## src/rtl/cordic_out_buf_pkg.sv

```systemverilog
// ---------------------------------------------------------------------------
// cordic_out_buf_pkg
// Shared constants for the CORDIC result buffer: default result width and
// buffer depth (must track the CORDIC core build), the request mode
// encodings, and a helper that substitutes the "no mode" code when no tag is
// available for an arriving result.
// ---------------------------------------------------------------------------
package cordic_out_buf_pkg;

  localparam int CORDIC_OUT_WIDTH = 16;
  localparam int CORDIC_BUF_DEPTH = 8;

  typedef enum logic [1:0] {
    MODE_NONE   = 2'd0,
    MODE_VECTOR = 2'd1,
    MODE_ROTATE = 2'd2,
    MODE_RSVD   = 2'd3
  } cordic_mode_e;

  // Mode to store with a result: the queued tag when one exists, else 0.
  function automatic logic [1:0] tag_or_none(input logic tag_present,
                                             input logic [1:0] tag);
    logic [1:0] mode;
    if (tag_present) begin
      mode = tag;
    end else begin
      mode = MODE_NONE;
    end
    return mode;
  endfunction

endpackage

```

## src/rtl/cordic_sync_fifo.sv

```systemverilog
// ---------------------------------------------------------------------------
// cordic_sync_fifo
// Generic single-clock FIFO with first-word-fall-through head output.
// Ports:
//   clk, rst_n      clock, asynchronous active-low reset
//   push, wdata     write request and data (ignored while full)
//   pop             read request (ignored while empty)
//   full, empty     occupancy flags
//   level           number of stored entries (0..DEPTH)
//   rdata           head entry, valid while !empty
// Pointers are log2(DEPTH) bits and wrap naturally, so DEPTH must be a
// power of two. Storage is reset to zero so the head reads 0 after reset.
// ---------------------------------------------------------------------------
module cordic_sync_fifo
  import cordic_out_buf_pkg::*;
#(
  parameter int WIDTH = 2,
  parameter int DEPTH = 8,
  localparam int PTR_W = $clog2(DEPTH),
  localparam int LVL_W = PTR_W + 1
) (
  input  logic             clk,
  input  logic             rst_n,
  input  logic             push,
  input  logic [WIDTH-1:0] wdata,
  input  logic             pop,
  output logic             full,
  output logic             empty,
  output logic [LVL_W-1:0] level,
  output logic [WIDTH-1:0] rdata
);

  logic [WIDTH-1:0] mem_q [DEPTH];
  logic [WIDTH-1:0] mem_d [DEPTH];
  logic [PTR_W-1:0] wr_ptr_q, wr_ptr_d;
  logic [PTR_W-1:0] rd_ptr_q, rd_ptr_d;
  logic [LVL_W-1:0] level_q, level_d;
  logic             push_s;
  logic             pop_s;

  assign full  = (level_q == LVL_W'(DEPTH));
  assign empty = (level_q == {LVL_W{1'b0}});
  assign level = level_q;
  assign rdata = mem_q[rd_ptr_q];

  // Next-state: gated push/pop, storage write, pointer and level update.
  always_comb begin
    push_s   = push && !full;
    pop_s    = pop && !empty;
    mem_d    = mem_q;
    wr_ptr_d = wr_ptr_q;
    rd_ptr_d = rd_ptr_q;
    level_d  = level_q;
    if (push_s) begin
      mem_d[wr_ptr_q] = wdata;
      wr_ptr_d        = wr_ptr_q + PTR_W'(1'b1);
    end else begin
      wr_ptr_d = wr_ptr_q;
    end
    if (pop_s) begin
      rd_ptr_d = rd_ptr_q + PTR_W'(1'b1);
    end else begin
      rd_ptr_d = rd_ptr_q;
    end
    case ({push_s, pop_s})
      2'b10:   level_d = level_q + LVL_W'(1'b1);
      2'b01:   level_d = level_q - LVL_W'(1'b1);
      default: level_d = level_q;
    endcase
  end

  // State registers.
  always_ff @(posedge clk or negedge rst_n) begin
    if (!rst_n) begin
      for (int i = 0; i < DEPTH; i++) begin
        mem_q[i] <= {WIDTH{1'b0}};
      end
      wr_ptr_q <= {PTR_W{1'b0}};
      rd_ptr_q <= {PTR_W{1'b0}};
      level_q  <= {LVL_W{1'b0}};
    end else begin
      mem_q    <= mem_d;
      wr_ptr_q <= wr_ptr_d;
      rd_ptr_q <= rd_ptr_d;
      level_q  <= level_d;
    end
  end

endmodule

```

## src/rtl/cordic_out_buf.sv

```systemverilog
// ---------------------------------------------------------------------------
// cordic_out_buf
// Result buffer behind the CORDIC core, which has no backpressure.
// Ports:
//   clk, rst_n                 clock, asynchronous active-low reset
//   issue_in, issue_mode_in    issuer request pulse (same cycle as core en_in)
//   issue_ok                   credit available; issue only while high
//   res_valid_in/r_in/a_in     core result pulse and data
//   m_valid/m_ready            consumer handshake
//   m_mode/m_r/m_a             head result, read combinationally
//   level                      entries in the data FIFO
//   err                        sticky protocol error, cleared by reset only
// A reservation counter (rsv) counts issued-but-not-consumed results and
// caps it at DEPTH, so an accepted issue always has room by the time its
// result arrives. A tag queue carries the issue mode to the in-order result.
// ---------------------------------------------------------------------------
module cordic_out_buf
  import cordic_out_buf_pkg::*;
#(
  parameter int OUT_WIDTH = CORDIC_OUT_WIDTH,
  parameter int DEPTH     = CORDIC_BUF_DEPTH,
  parameter int CNT_W     = $clog2(DEPTH) + 1
) (
  input  logic                 clk,
  input  logic                 rst_n,
  input  logic                 issue_in,
  input  logic [1:0]           issue_mode_in,
  output logic                 issue_ok,
  input  logic                 res_valid_in,
  input  logic [OUT_WIDTH-1:0] res_r_in,
  input  logic [OUT_WIDTH-1:0] res_a_in,
  output logic                 m_valid,
  input  logic                 m_ready,
  output logic [1:0]           m_mode,
  output logic [OUT_WIDTH-1:0] m_r,
  output logic [OUT_WIDTH-1:0] m_a,
  output logic [CNT_W-1:0]     level,
  output logic                 err
);

  localparam int DATA_W = 2 + 2 * OUT_WIDTH;

  logic [CNT_W-1:0]  rsv_q, rsv_d;
  logic              err_q, err_d;

  logic              issue_acc_s;
  logic              hs_s;
  logic              tag_push_s;
  logic              tag_pop_s;
  logic              tag_full_s;
  logic              tag_empty_s;
  logic [1:0]        tag_head_s;
  logic [CNT_W-1:0]  tag_level_unused;
  logic              data_push_s;
  logic              data_full_s;
  logic              data_empty_s;
  logic [DATA_W-1:0] data_wdata_s;
  logic [DATA_W-1:0] data_head_s;

  assign issue_ok = (rsv_q < CNT_W'(DEPTH));
  assign m_valid  = !data_empty_s;
  assign m_mode   = data_head_s[DATA_W-1 -: 2];
  assign m_r      = data_head_s[2*OUT_WIDTH-1 -: OUT_WIDTH];
  assign m_a      = data_head_s[OUT_WIDTH-1:0];
  assign err      = err_q;

  // Handshake decode, FIFO controls, credit counter and error detection.
  always_comb begin
    issue_acc_s  = issue_in && issue_ok;
    hs_s         = m_valid && m_ready;
    // Tag overflow is only reachable after an earlier protocol error.
    tag_push_s   = issue_acc_s && !tag_full_s;
    tag_pop_s    = res_valid_in && !tag_empty_s;
    // A full data FIFO refuses the push even if a pop frees a slot this cycle.
    data_push_s  = res_valid_in && !data_full_s;
    data_wdata_s = {tag_or_none(!tag_empty_s, tag_head_s), res_r_in, res_a_in};

    rsv_d = rsv_q;
    case ({issue_acc_s, hs_s})
      2'b10: rsv_d = rsv_q + CNT_W'(1'b1);
      2'b01: begin
        // Untagged results (after an error) may outnumber reservations.
        if (rsv_q != {CNT_W{1'b0}}) begin
          rsv_d = rsv_q - CNT_W'(1'b1);
        end else begin
          rsv_d = rsv_q;
        end
      end
      default: rsv_d = rsv_q;
    endcase

    err_d = err_q
          | (issue_in && !issue_ok)
          | (res_valid_in && tag_empty_s)
          | (res_valid_in && data_full_s)
          | (issue_acc_s && tag_full_s);
  end

  // Credit counter and sticky error flag.
  always_ff @(posedge clk or negedge rst_n) begin
    if (!rst_n) begin
      rsv_q <= {CNT_W{1'b0}};
      err_q <= 1'b0;
    end else begin
      rsv_q <= rsv_d;
      err_q <= err_d;
    end
  end

  cordic_sync_fifo #(
    .WIDTH (2),
    .DEPTH (DEPTH)
  ) u_tag_q (
    .clk   (clk),
    .rst_n (rst_n),
    .push  (tag_push_s),
    .wdata (issue_mode_in),
    .pop   (tag_pop_s),
    .full  (tag_full_s),
    .empty (tag_empty_s),
    .level (tag_level_unused),
    .rdata (tag_head_s)
  );

  cordic_sync_fifo #(
    .WIDTH (DATA_W),
    .DEPTH (DEPTH)
  ) u_data_q (
    .clk   (clk),
    .rst_n (rst_n),
    .push  (data_push_s),
    .wdata (data_wdata_s),
    .pop   (hs_s),
    .full  (data_full_s),
    .empty (data_empty_s),
    .level (level),
    .rdata (data_head_s)
  );

endmodule

```

## config.mk

```make
export PLATFORM = sky130hd
export DESIGN_NAME = cordic_out_buf
export DESIGN_NICKNAME = d
export VERILOG_FILES = /design/src/rtl/cordic_out_buf_pkg.sv /design/src/rtl/cordic_sync_fifo.sv /design/src/rtl/cordic_out_buf.sv
export SDC_FILE = /design/constraint.sdc
export NUM_CORES = 1
export LEC_CHECK = 0
export CAP_MARGIN = 20
export CORE_MARGIN = 2
export CORE_UTILIZATION = 65
export CTS_CLUSTER_SIZE = 8
export DETAILED_ROUTE_END_ITERATION = 7
export GPL_ROUTABILITY_DRIVEN = 1
export HOLD_SLACK_MARGIN = 0.15
export MAX_ROUTING_LAYER = met4
export PLACE_DENSITY = 0.95
export SLEW_MARGIN = 20
export SYNTH_ARGS = -nofsm -noshare
export SYNTH_HDL_FRONTEND = slang
export SYNTH_SLANG_ARGS = --single-unit
export TNS_END_PERCENT = 10
```

## constraint.sdc

```tcl
create_clock -name clk -period 7.6 [get_ports clk]
set_input_delay 1.52 -clock clk [delete_from_list [all_inputs] [get_ports clk]]
set_output_delay 1.52 -clock clk [all_outputs]
set_load 0.01 [all_outputs]
```

==> impl_metrics.json <==
{
  "tns_ns": 0,
  "first_iter_violations": 511,
  "finalPower_w": 0.00812,
  "tightestPinTransition_ns": 1.14,
  "drive_gt1_frac": 0.461,
  "dp.cells": 1224,
  "async_flop_share": 1.00,
  "slew_viol_final": 0,
  "core-area_um2": 21800,
  "layoutNonFillerInstCount": 1278,
  "min_period_ns": 5.07,
  "vdd_drop_max_v": 0.000303,
  "crit_type": "reg -> out",
  "grt_pass1_wl_um": 51100,
  "critPathRequiredTime_ns": 6.08,
  "antenna_left": 0,
  "p_per_area_nw_per_um2": 490,
  "clkTransAtPathRegs_ns": 0.05,
  "die_area_um2": 23400,
  "postCtsHoldBufs": 0,
  "status": "completed",
  "cts_max_level": 2,
  "dieWidth_um": 153,
  "route.detailed.drc": 0,
  "path_max_fanout": 46,
  "timing.final.crit_share": 0.667,
  "cts_num_sinks": 313,
  "root_buffer": "clkbuf_16",
  "min_path_type": "reg -> reg",
  "fin_util": 0.762,
  "fin_skew_ns": 0.0181,
  "max_slew_margin": 0.238,
  "grt_max_degree": 144,
  "wire_per_inst_um": 24.8,
  "post_cts_buffers": 0,
  "leakage_nw": 7.14,
  "routed_wl_um": 31700,
  "report.final.hold_viol_count": 0,
  "dr.pass1.iters": 5,
  "dieHeight_um": 153,
  "design_area_um2": 16600,
  "ys_seq_elements": 313,
  "yosysUniqueCellTypes": 42,
  "syn_avg_cell_area_um2": 15.8,
  "pin_count": 80,
  "port_buffers": 79,
  "viasPerCell": 6.55,
  "hpwl_um": 17100,
  "grt_setup_unrepaired": "false",
  "max_cap_viol_count": 0,
  "end_kind": "output port",
  "diodes": 0,
  "fp-row-count": 54,
  "area.growth.synth_to_final_pct": 15.1,
  "clk_latency_ns": 0.54,
  "syn-cell-area_um2": 14400,
  "finalSetupViolations": 0,
  "initial_utilization": 0.662,
  "num_vias": 8368,
  "antenna_found_initial": 0,
  "synthFlopType": "dfrtp_1",
  "startpoint_type": "flip-flop",
  "numCtsBuffers": 45,
  "post_cts_resized": 0,
  "gr-usage-all-layers": 0.288,
  "place.gp.congestion": 0.752,
  "cp_data_arrival_time_ns": 3.55,
  "overflow": 0,
  "dpl_cell_area_um2": 15300,
  "cts_tree": "done",
  "clockBufferDepth": 3,
  "syn_inst": 910,
  "fmax_mhz": 197,
  "synth-seq-area-share": 0.544,
  "synth_edf_count": 0,
  "finalNetCount": 1043,
  "grt_pass1_vias": 9412,
  "syn_nets": 960,
  "yosysWarnings": 0
}
==> routing by layer <==
metal	track usage	wire, um
met5	-	0
met4	0.101	722
met3	0.0454	1690
met2	0.474	16700
met1	0.371	12600
==> per-stage QoR <==
stage	hold WS [ns]	worst slack, ns
CTS	0.483	2.44
detailed placement	0.471	3.05
floorplan	0.445	4.14
global route	0.488	2.31
finish	0.482	2.53
global placement	0.458	3.08
==> cells in the final DEF (no fill, tap or decap), types with 5 or more instances in the layout <==
| master | Yosys | final |
|---|---|---|
| dfrtp_1 | 313 | 310 |
| mux2_2 | 286 | 286 |
| clkdlybuf4s50_1 | 0 | 78 |
| mux4_2 | 68 | 68 |
| clkbuf_16 | 0 | 45 |
| nand2_1 | 26 | 26 |
| mux2_4 | 26 | 26 |
| o21ai_0 | 24 | 24 |
| buf_4 | 3 | 14 |
| xor2_1 | 11 | 11 |
| ha_1 | 11 | 11 |
| xnor2_1 | 10 | 10 |
| mux2i_1 | 8 | 8 |
| nor2b_1 | 7 | 7 |
| nor2_1 | 6 | 6 |
| a21oi_1 | 6 | 6 |
| nand3b_1 | 5 | 5 |
| nand3_1 | 5 | 5 |
| nor3b_1 | 5 | 5 |
==> synthesized netlist by cell type (2+ instances only) <==
| library cell | instances | area, um2 |
|---|---|---|
| mux2i_1 | 8 | 80.1 |
| xnor2_1 | 10 | 87.6 |
| a21oi_1 | 6 | 30.0 |
| nor2b_1 | 7 | 43.8 |
| or4_1 | 3 | 22.5 |
| nand4bb_1 | 3 | 33.8 |
| nand3_1 | 5 | 25.0 |
| a22oi_1 | 3 | 22.5 |
| nor4_1 | 2 | 12.5 |
| xor2_1 | 11 | 96.3 |
| or4b_1 | 4 | 40.0 |
| nor2_1 | 6 | 22.5 |
| buf_4 | 3 | 22.5 |
| mux2_4 | 26 | 390 |
| buf_2 | 30 | 150 |
| ha_1 | 11 | 138 |
| nand3b_1 | 5 | 37.5 |
| inv_1 | 2 | 7.51 |
| nand2_1 | 26 | 97.6 |
| buf_12 | 2 | 40.0 |
| dfrtp_1 | 313 | 7830 |
| buf_6 | 3 | 33.8 |
| mux4_2 | 68 | 1530 |
| and3b_1 | 2 | 17.5 |
| o211ai_1 | 2 | 15.0 |
| mux2_2 | 286 | 3220 |
| nor3_1 | 3 | 15.0 |
| nor3b_1 | 5 | 37.5 |
| clkbuf_1 | 18 | 67.6 |
| o21ai_0 | 24 | 120 |
| buf_1 | 2 | 7.51 |
==> where the power goes <==
part / switching [W] / total [W] / leakage (nW) / internal (W)
Clock: 0.000685 / 0.00173 / 0.581 / 0.00105
Sequential: 0.000699 / 0.00320 / 3.79 / 0.00250
Combinational: 0.00115 / 0.00318 / 2.78 / 0.00203
Total: 0.00254 / 0.00812 / 7.14 / 0.00558
==> sequential cells by signal, indices dropped and copies added, names as in the netlist <==
register	cells
u_tag_q.level	4
u_tag_q.mem_q	16
u_data_q.mem_q	272
u_data_q.wr_ptr_q	3
u_tag_q.wr_ptr_q	3
rsv_q	4
u_data_q.level	4
u_tag_q.rd_ptr_q	3
err	1
u_data_q.rd_ptr_q	3
==> worst paths after layout <==
check | start | end | slack (ns) | cells past startpoint
max in group asynchronous | rst_n | u_data_q.mem_q[167]$_DFFE_PN0P_ | 4.98 | 3
worst min-delay path | err$_DFF_PN0_ | err$_DFF_PN0_ | 0.48 | 1
worst max-delay path | u_data_q.rd_ptr_q[0]$_DFFE_PN0P_ | m_a[0] | 2.53 | 4
worst max register to register | u_data_q.level[0]$_DFFE_PN0P_ | u_data_q.mem_q[16]$_DFFE_PN0P_ | 4.78 | 4
min in group asynchronous | rst_n | rsv_q[0]$_DFFE_PN0P_ | 0.86 | 1
worst min register to register | err$_DFF_PN0_ | err$_DFF_PN0_ | 0.48 | 1
==> final cells by class <==
cell class / count / area (um2)
clock buffers: 48 / 1140
clock inverters: 4 / 50.0
fillers: 1174 / 5180
inverters: 2 / 7.51
multi-input cells: 536 / 6250
flip-flops and latches: 313 / 7840
well taps: 280 / 350
repair buffers: 95 / 940
==> cells by family after synthesis <==
kind of cell             Yosys count  synth area share
buffers and inverters             61            0.0232
XOR/XNOR                          21            0.0128
adder cells (fa/ha/maj)           11           0.00956
multiplexers                     388             0.363
flip-flops                       313             0.544
AND/OR/NAND/NOR                   79            0.0333
AO/OA/AOI/OAI                     37            0.0149
==> worst max-delay path: stages, from the launching register on <==
cell             delay, ns
dfrtp_4               1.05
buf_4                 0.57
mux4_2                0.58
mux2_2                0.31
clkdlybuf4s50_1       0.48
No activity file was read; power rests on OpenSTA's default activity.
==> RTL change 1 (same flow settings) <==
Add an input register stage for `issue_mode_in`, without a reset; this delays it by one clock. The other inputs are not delayed to match. Comments in the files are not updated.
--- a/src/rtl/cordic_out_buf.sv
+++ b/src/rtl/cordic_out_buf.sv
@@ -39,6 +39,12 @@
 );
 
   localparam int DATA_W = 2 + 2 * OUT_WIDTH;
+
+  logic [1:0] issue_mode_q;
+
+  always_ff @(posedge clk) begin
+    issue_mode_q <= issue_mode_in;
+  end
 
   logic [CNT_W-1:0]  rsv_q, rsv_d;
   logic              err_q, err_d;
@@ -114,7 +120,7 @@
     .clk   (clk),
     .rst_n (rst_n),
     .push  (tag_push_s),
-    .wdata (issue_mode_in),
+    .wdata (issue_mode_q),
     .pop   (tag_pop_s),
     .full  (tag_full_s),
     .empty (tag_empty_s),
Check against the original RTL: not equivalent (a bounded check fails within 4 cycles, from zero or initial values and one cycle with rst_n low).
==> RTL change 1 against the original RTL <==
  * Non-clock buffer count down 3
  * Synthesized area is 0.30% higher
  * Cell area up 0.35%
  * Power is essentially flat
  * Highest routed layer unchanged
  * Setup slack lost 0.076 ns
  * Critical path type unchanged
  * Sequential cell count is 2 higher
  * Routed wire length fell by 1.6%
  * Die area is 0.29% higher
==> RTL change 1: results (changes against the original RTL) <==
Met2 usage -> 45.3% (-2.1 points)
Register area share after synthesis -> 54.5% (+0.11 points)
Crit Path Max Fanout -> 49 (+6.5%)
Top Registers -> u_data_q.mem_q x272, u_tag_q.mem_q x16
DRT Pass-1 Iters -> 5 (unchanged)
Leak pwr -> 0.00716 uW (+0.25%)
First-pass GRT wire length -> 50900 um (-0.51%)
Clk_skew -> 0.0106 ns (-0.00752 ns)
Non-Filler Instances -> 1281 (+0.23%)
Layout cell share with drive strength beyond 1 -> 45.7% (-0.44 points)
Fill cells -> 1174 (unchanged)
Multiplexer share of the synthesized area -> 36.1% (-0.11 points)
Status -> finished, final reports clean
Synth Area in Compound Gates -> 1.48% (-0.0045 points)
Vias/cell -> 6.47 (-1.2%)
Drt total wl -> 31200 um (-1.6%)
DP Wirelength -> 16900 um (-1.6%)
Met1 Use GR -> 38.5% (+1.5 points)
Synth Net Count -> 962 (+0.21%)
Layout net count -> 1042 (-0.096%)
Number of DRC markers in iteration 0 -> 560 (+9.6%)
Least-Margin Pin Slew -> 1.19 ns (+0.0467 ns)
Critical R2R Launch -> u_data_q.level[1]$_DFFE_PN0P_
Crit path DAT -> 3.63 ns (+0.08 ns)
DP Area -> 15400 um^2 (+0.24%)
Metal3 WL -> 1590 um (-5.8%)
Top post-synthesis cells by count -> dfrtp_1 (313), mux2_2 (286), mux4_2 (68), buf_2 (33)
WL met2 -> 15600 um (-6.1%)
Post-CTS setup buffer count -> 0 (unchanged)
Adder-Cell Fraction of Synth Area -> 0.953% (-0.0029 points)
Critical Path Max Stage Delay -> 1.04 ns
Skew-Pair Late Insertion Delay -> 0.52 ns (-0.02 ns)
Gpl congestion -> 0.760 (+0.98%)
Synth Area in XOR/XNOR -> 1.27% (-0.0039 points)
Unique masters post-synth -> 42 (unchanged)
Final Util -> 76.2% (about the same)
Worst-path clk slew -> 0.05 ns (about the same)
Vias in the first global route -> 9144 (-2.8%)
Hold depth -> 1 (unchanged)
Largest net degree at the start of global routing -> 171 (+19%)
Total Routing Usage GR -> 28.6% (-0.20 points)
Post-synth ARST share -> 99.4% (-0.63 points)
Port Buf Inserts -> 79 (unchanged)
M3 GR Usage -> 4.37% (-0.17 points)
Met1 Wirelength -> 13100 um (+3.5%)
VDD IR max -> 316 uV (+4.2%)
Ranking of synthesized cells by area -> dfrtp_1 (54%), mux2_2 (22%), mux4_2 (11%), mux2_4 (2.7%), buf_2 (1.1%)
Switching Share -> 30.6% (-0.63 points)
Mapped Cells -> 912 (+0.22%)
RTL change 1: final cells by class:
class / instances / area share (%)
sequential: 315 / 47.4
multi-input combinational: 536 / 37.6
clock buffer: 54 / 7.23
timing repair buffer: 92 / 5.57
tap: 280 / 2.11
clock inverter: 2 / 0.0978
inverter: 2 / 0.0451
RTL change 1: stage by stage:
step                      worst slack (ns)  power (uW)  hold slack (ns)
after global routing                  2.26        8530            0.508
after global placement                3.06        6100            0.459
final                                 2.45        8120            0.478
after CTS                             2.40        8160            0.480
after detailed placement              3.03        6290            0.470
after floorplan                       4.15        5230            0.445
RTL change 1: worst paths after layout:
| check | slack (ns) | to |
|---|---|---|
| max in group asynchronous | 5.32 | u_data_q.mem_q[59]$_DFFE_PN0P_ |
| worst min register to register | 0.48 | err$_DFF_PN0_ |
| min in group asynchronous | 0.93 | u_data_q.mem_q[2]$_DFFE_PN0P_ |
| worst max register to register | 4.51 | u_data_q.mem_q[218]$_DFFE_PN0P_ |
| worst max-delay path | 2.45 | m_a[0] |
| worst min-delay path | 0.48 | err$_DFF_PN0_ |
RTL change 1: cell families after synthesis:
family,after synthesis
multiplexers,388
AND/OR/NAND/NOR,79
XOR/XNOR,21
buffers and inverters,61
flip-flops,315
adder cells (fa/ha/maj),11
AO/OA/AOI/OAI,37
RTL change 1: power by group through the flow:
stage	Combinational, uW	Clock [uW]	Sequential (uW)
final	3180	1760	3180
after global routing	3390	1860	3280
after CTS	3200	1790	3170
after detailed placement	3130	0	3160
after global placement	3010	0	3090
after floorplan	2420	0	2810
RTL change 1: critical path: cells and delay by family (launching register included):
kind                   cells  cell delay [ns]
flip-flops                 1             1.04
buffers and inverters      2             1.04
multiplexers               2             0.94
==> RTL change 2 (same flow settings) <==
Without the edit above. Change the package constant `CORDIC_OUT_WIDTH` from 16 to 32.
--- a/src/rtl/cordic_out_buf_pkg.sv
+++ b/src/rtl/cordic_out_buf_pkg.sv
@@ -7,7 +7,7 @@
 // ---------------------------------------------------------------------------
 package cordic_out_buf_pkg;
 
-  localparam int CORDIC_OUT_WIDTH = 16;
+  localparam int CORDIC_OUT_WIDTH = 32;
   localparam int CORDIC_BUF_DEPTH = 8;
 
   typedef enum logic [1:0] {
Ports: changed (resized m_a, m_r, res_a_in and res_r_in); port bits go from 80 to 144. The function was not compared with the original's and may differ.
==> RTL change 2 against the original RTL <==
  * Routed wire length up 80%
  * Setup slack worse by 0.039 ns
  * Synthesized area is 78% higher
  * Via count rose by 74%
  * Power up 82%
  * Register-to-register slack got worse by 0.47 ns
  * Cell area grew 79%
  * Sequential cell count is 256 higher
==> RTL change 2: results (changes against the original RTL) <==
Switching Power -> 4540 uW (+79%)
Critical path origin -> u_data_q.rd_ptr_q[1]$_DFFE_PN0P_
Hold Startpoint -> err$_DFF_PN0_
H-tree levels -> 3 (+1)
Gpl congestion -> 0.737 (-2.0%)
DP Area -> 27500 um^2 (+79%)
CP top delay family -> buffers and inverters
Skew-Pair Late Insertion Delay -> 0.60 ns (+0.06 ns)
Synth Cell Area -> 25700 um^2 (+78%)
Synth Net Count -> 1647 (+72%)
Crit Path Max Fanout -> 55 (+20%)
Register area share after synthesis -> 55.4% (+1.0 points)
Post-synth ARST share -> 100% (unchanged)
CTS Hold Bufs -> 0 (unchanged)
DP Wirelength -> 30800 um (+80%)
VDD IR max -> 382 uV (+26%)
Setup crit end -> m_a[9]
Least-Margin Pin Slew -> 0.993 ns (-0.150 ns)
Hold worst-path end -> err$_DFF_PN0_
Drt wl/cell -> 25.4 um (+2.6%)
Cell with the most instances after synthesis -> mux2_2
Ranking of synthesized cells by area -> dfrtp_1 (55%), mux2_2 (26%), mux4_2 (12%), mux2_4 (0.93%), buf_2 (0.92%)
Critical R2R Launch -> u_data_q.level[0]$_DFFE_PN0P_
DRT Pass-1 Iters -> 5 (unchanged)
First-pass GRT wire length -> 90700 um (+77%)
Most used DFF post-synth -> dfrtp_1
Min Hold Slack -> 0.467 ns (-0.0153 ns)
Reg2reg end -> u_data_q.mem_q[224]$_DFFE_PN0P_
Met2 usage -> 48.4% (+1.0 points)
Yosys warnings -> 0 (unchanged)
Critical Path Max Stage Delay -> 0.99 ns (-0.06 ns)
Leak pwr -> 0.0126 uW (+77%)
Status -> finished, final reports clean
Slowest cell on the critical path -> dfrtp_4
Layout cell share with drive strength beyond 1 -> 50.0% (+3.9 points)
Clock root buffer -> clkbuf_16
M3 GR Usage -> 5.41% (+0.87 points)
Worst-path clk slew -> 0.05 ns (about the same)
Crit path DAT -> 3.59 ns (+0.04 ns)
Number of DRC markers in iteration 0 -> 1077 (+110%)
Number of antenna violations at the first check in global routing -> 7 (+7)
Fill cells -> 2091 (+78%)
Hold depth -> 1 (unchanged)
Met1 Use GR -> 37.4% (+0.28 points)
Largest net degree at the start of global routing -> 195 (+35%)
Layout net count -> 1787 (+71%)
Via count -> 14500 (+74%)
R2R cell count -> 4 (unchanged)
Unique masters post-synth -> 40 (-4.8%)
FF-to-FF setup slack -> 4.31 ns (-0.47 ns)
CTS resizes -> 0 (unchanged)
Top post-synthesis cells by count -> mux2_2 (584), dfrtp_1 (569), mux4_2 (132), buf_2 (47), clkbuf_1 (26)
Total Routing Usage GR -> 29.6% (+0.85 points)
Clock Path Buffers -> 3 (unchanged)
Vias in the first global route -> 16200 (+72%)
GRT busiest layer -> met2
Top Registers -> u_data_q.mem_q x528, u_tag_q.mem_q x16
Port Buf Inserts -> 143 (+81%)
Clk_skew -> 0.0151 ns (-0.00301 ns)
CTS Buf Count -> 81 (+80%)
[RTL change 2: stage by stage]
| stage | cells | utilization [%] | power [uW] | setup WS, ns |
|---|---|---|---|---|
| 4_1_cts | 2232 | 76.3 | 14800 | 2.45 |
| 3_3_place_gp | 2139 | 70.7 | 11100 | 3.17 |
| 3_5_place_dp | 2139 | 70.7 | 11500 | 3.15 |
| 2_1_floorplan | 1565 | - | 9390 | 4.23 |
| 6_report | 2240 | 76.4 | 14700 | 2.49 |
| 5_1_grt | 2240 | 76.4 | 15400 | 2.39 |
[RTL change 2: power groups by stage]
stage / Combinational (uW) / Sequential [uW] / Clock (uW)
after global routing: 6410 / 5690 / 3340
after floorplan: 4320 / 5070 / 0
final: 6030 / 5540 / 3170
after global placement: 5760 / 5350 / 0
after CTS: 6080 / 5510 / 3210
after detailed placement: 5980 / 5500 / 0
[RTL change 2: area by class of cell]
| class | count | area, um^2 | share of cell area, % |
|---|---|---|---|
| Antenna cell | 7 | 17.5 | 0.0590 |
| Multi-Input combinational cell | 887 | 10900 | 36.9 |
| Clock inverter | 7 | 80.1 | 0.270 |
| Timing Repair Buffer | 164 | 1650 | 5.55 |
| Sequential cell | 569 | 14200 | 48.0 |
| Clock buffer | 86 | 2090 | 7.04 |
| Inverter | 2 | 7.51 | 0.0253 |
| Tap cell | 518 | 648 | 2.18 |
[RTL change 2: logic make-up after synthesis]
| group | Yosys count | synth area share, % |
|---|---|---|
| fa+ha+maj | 11 | 0.535 |
| flops | 569 | 55.4 |
| simple gates | 78 | 1.83 |
| buf+inv | 109 | 2.30 |
| compound gates | 37 | 0.832 |
| mux | 740 | 38.4 |
| xor+xnor | 21 | 0.716 |
[RTL change 2: layer usage]
metal,vias to the layer above,routed length [um]
li1,6123,-
met1,7874,23500
met2,412,29100
met3,122,2740
met4,0,1650
met5,-,0
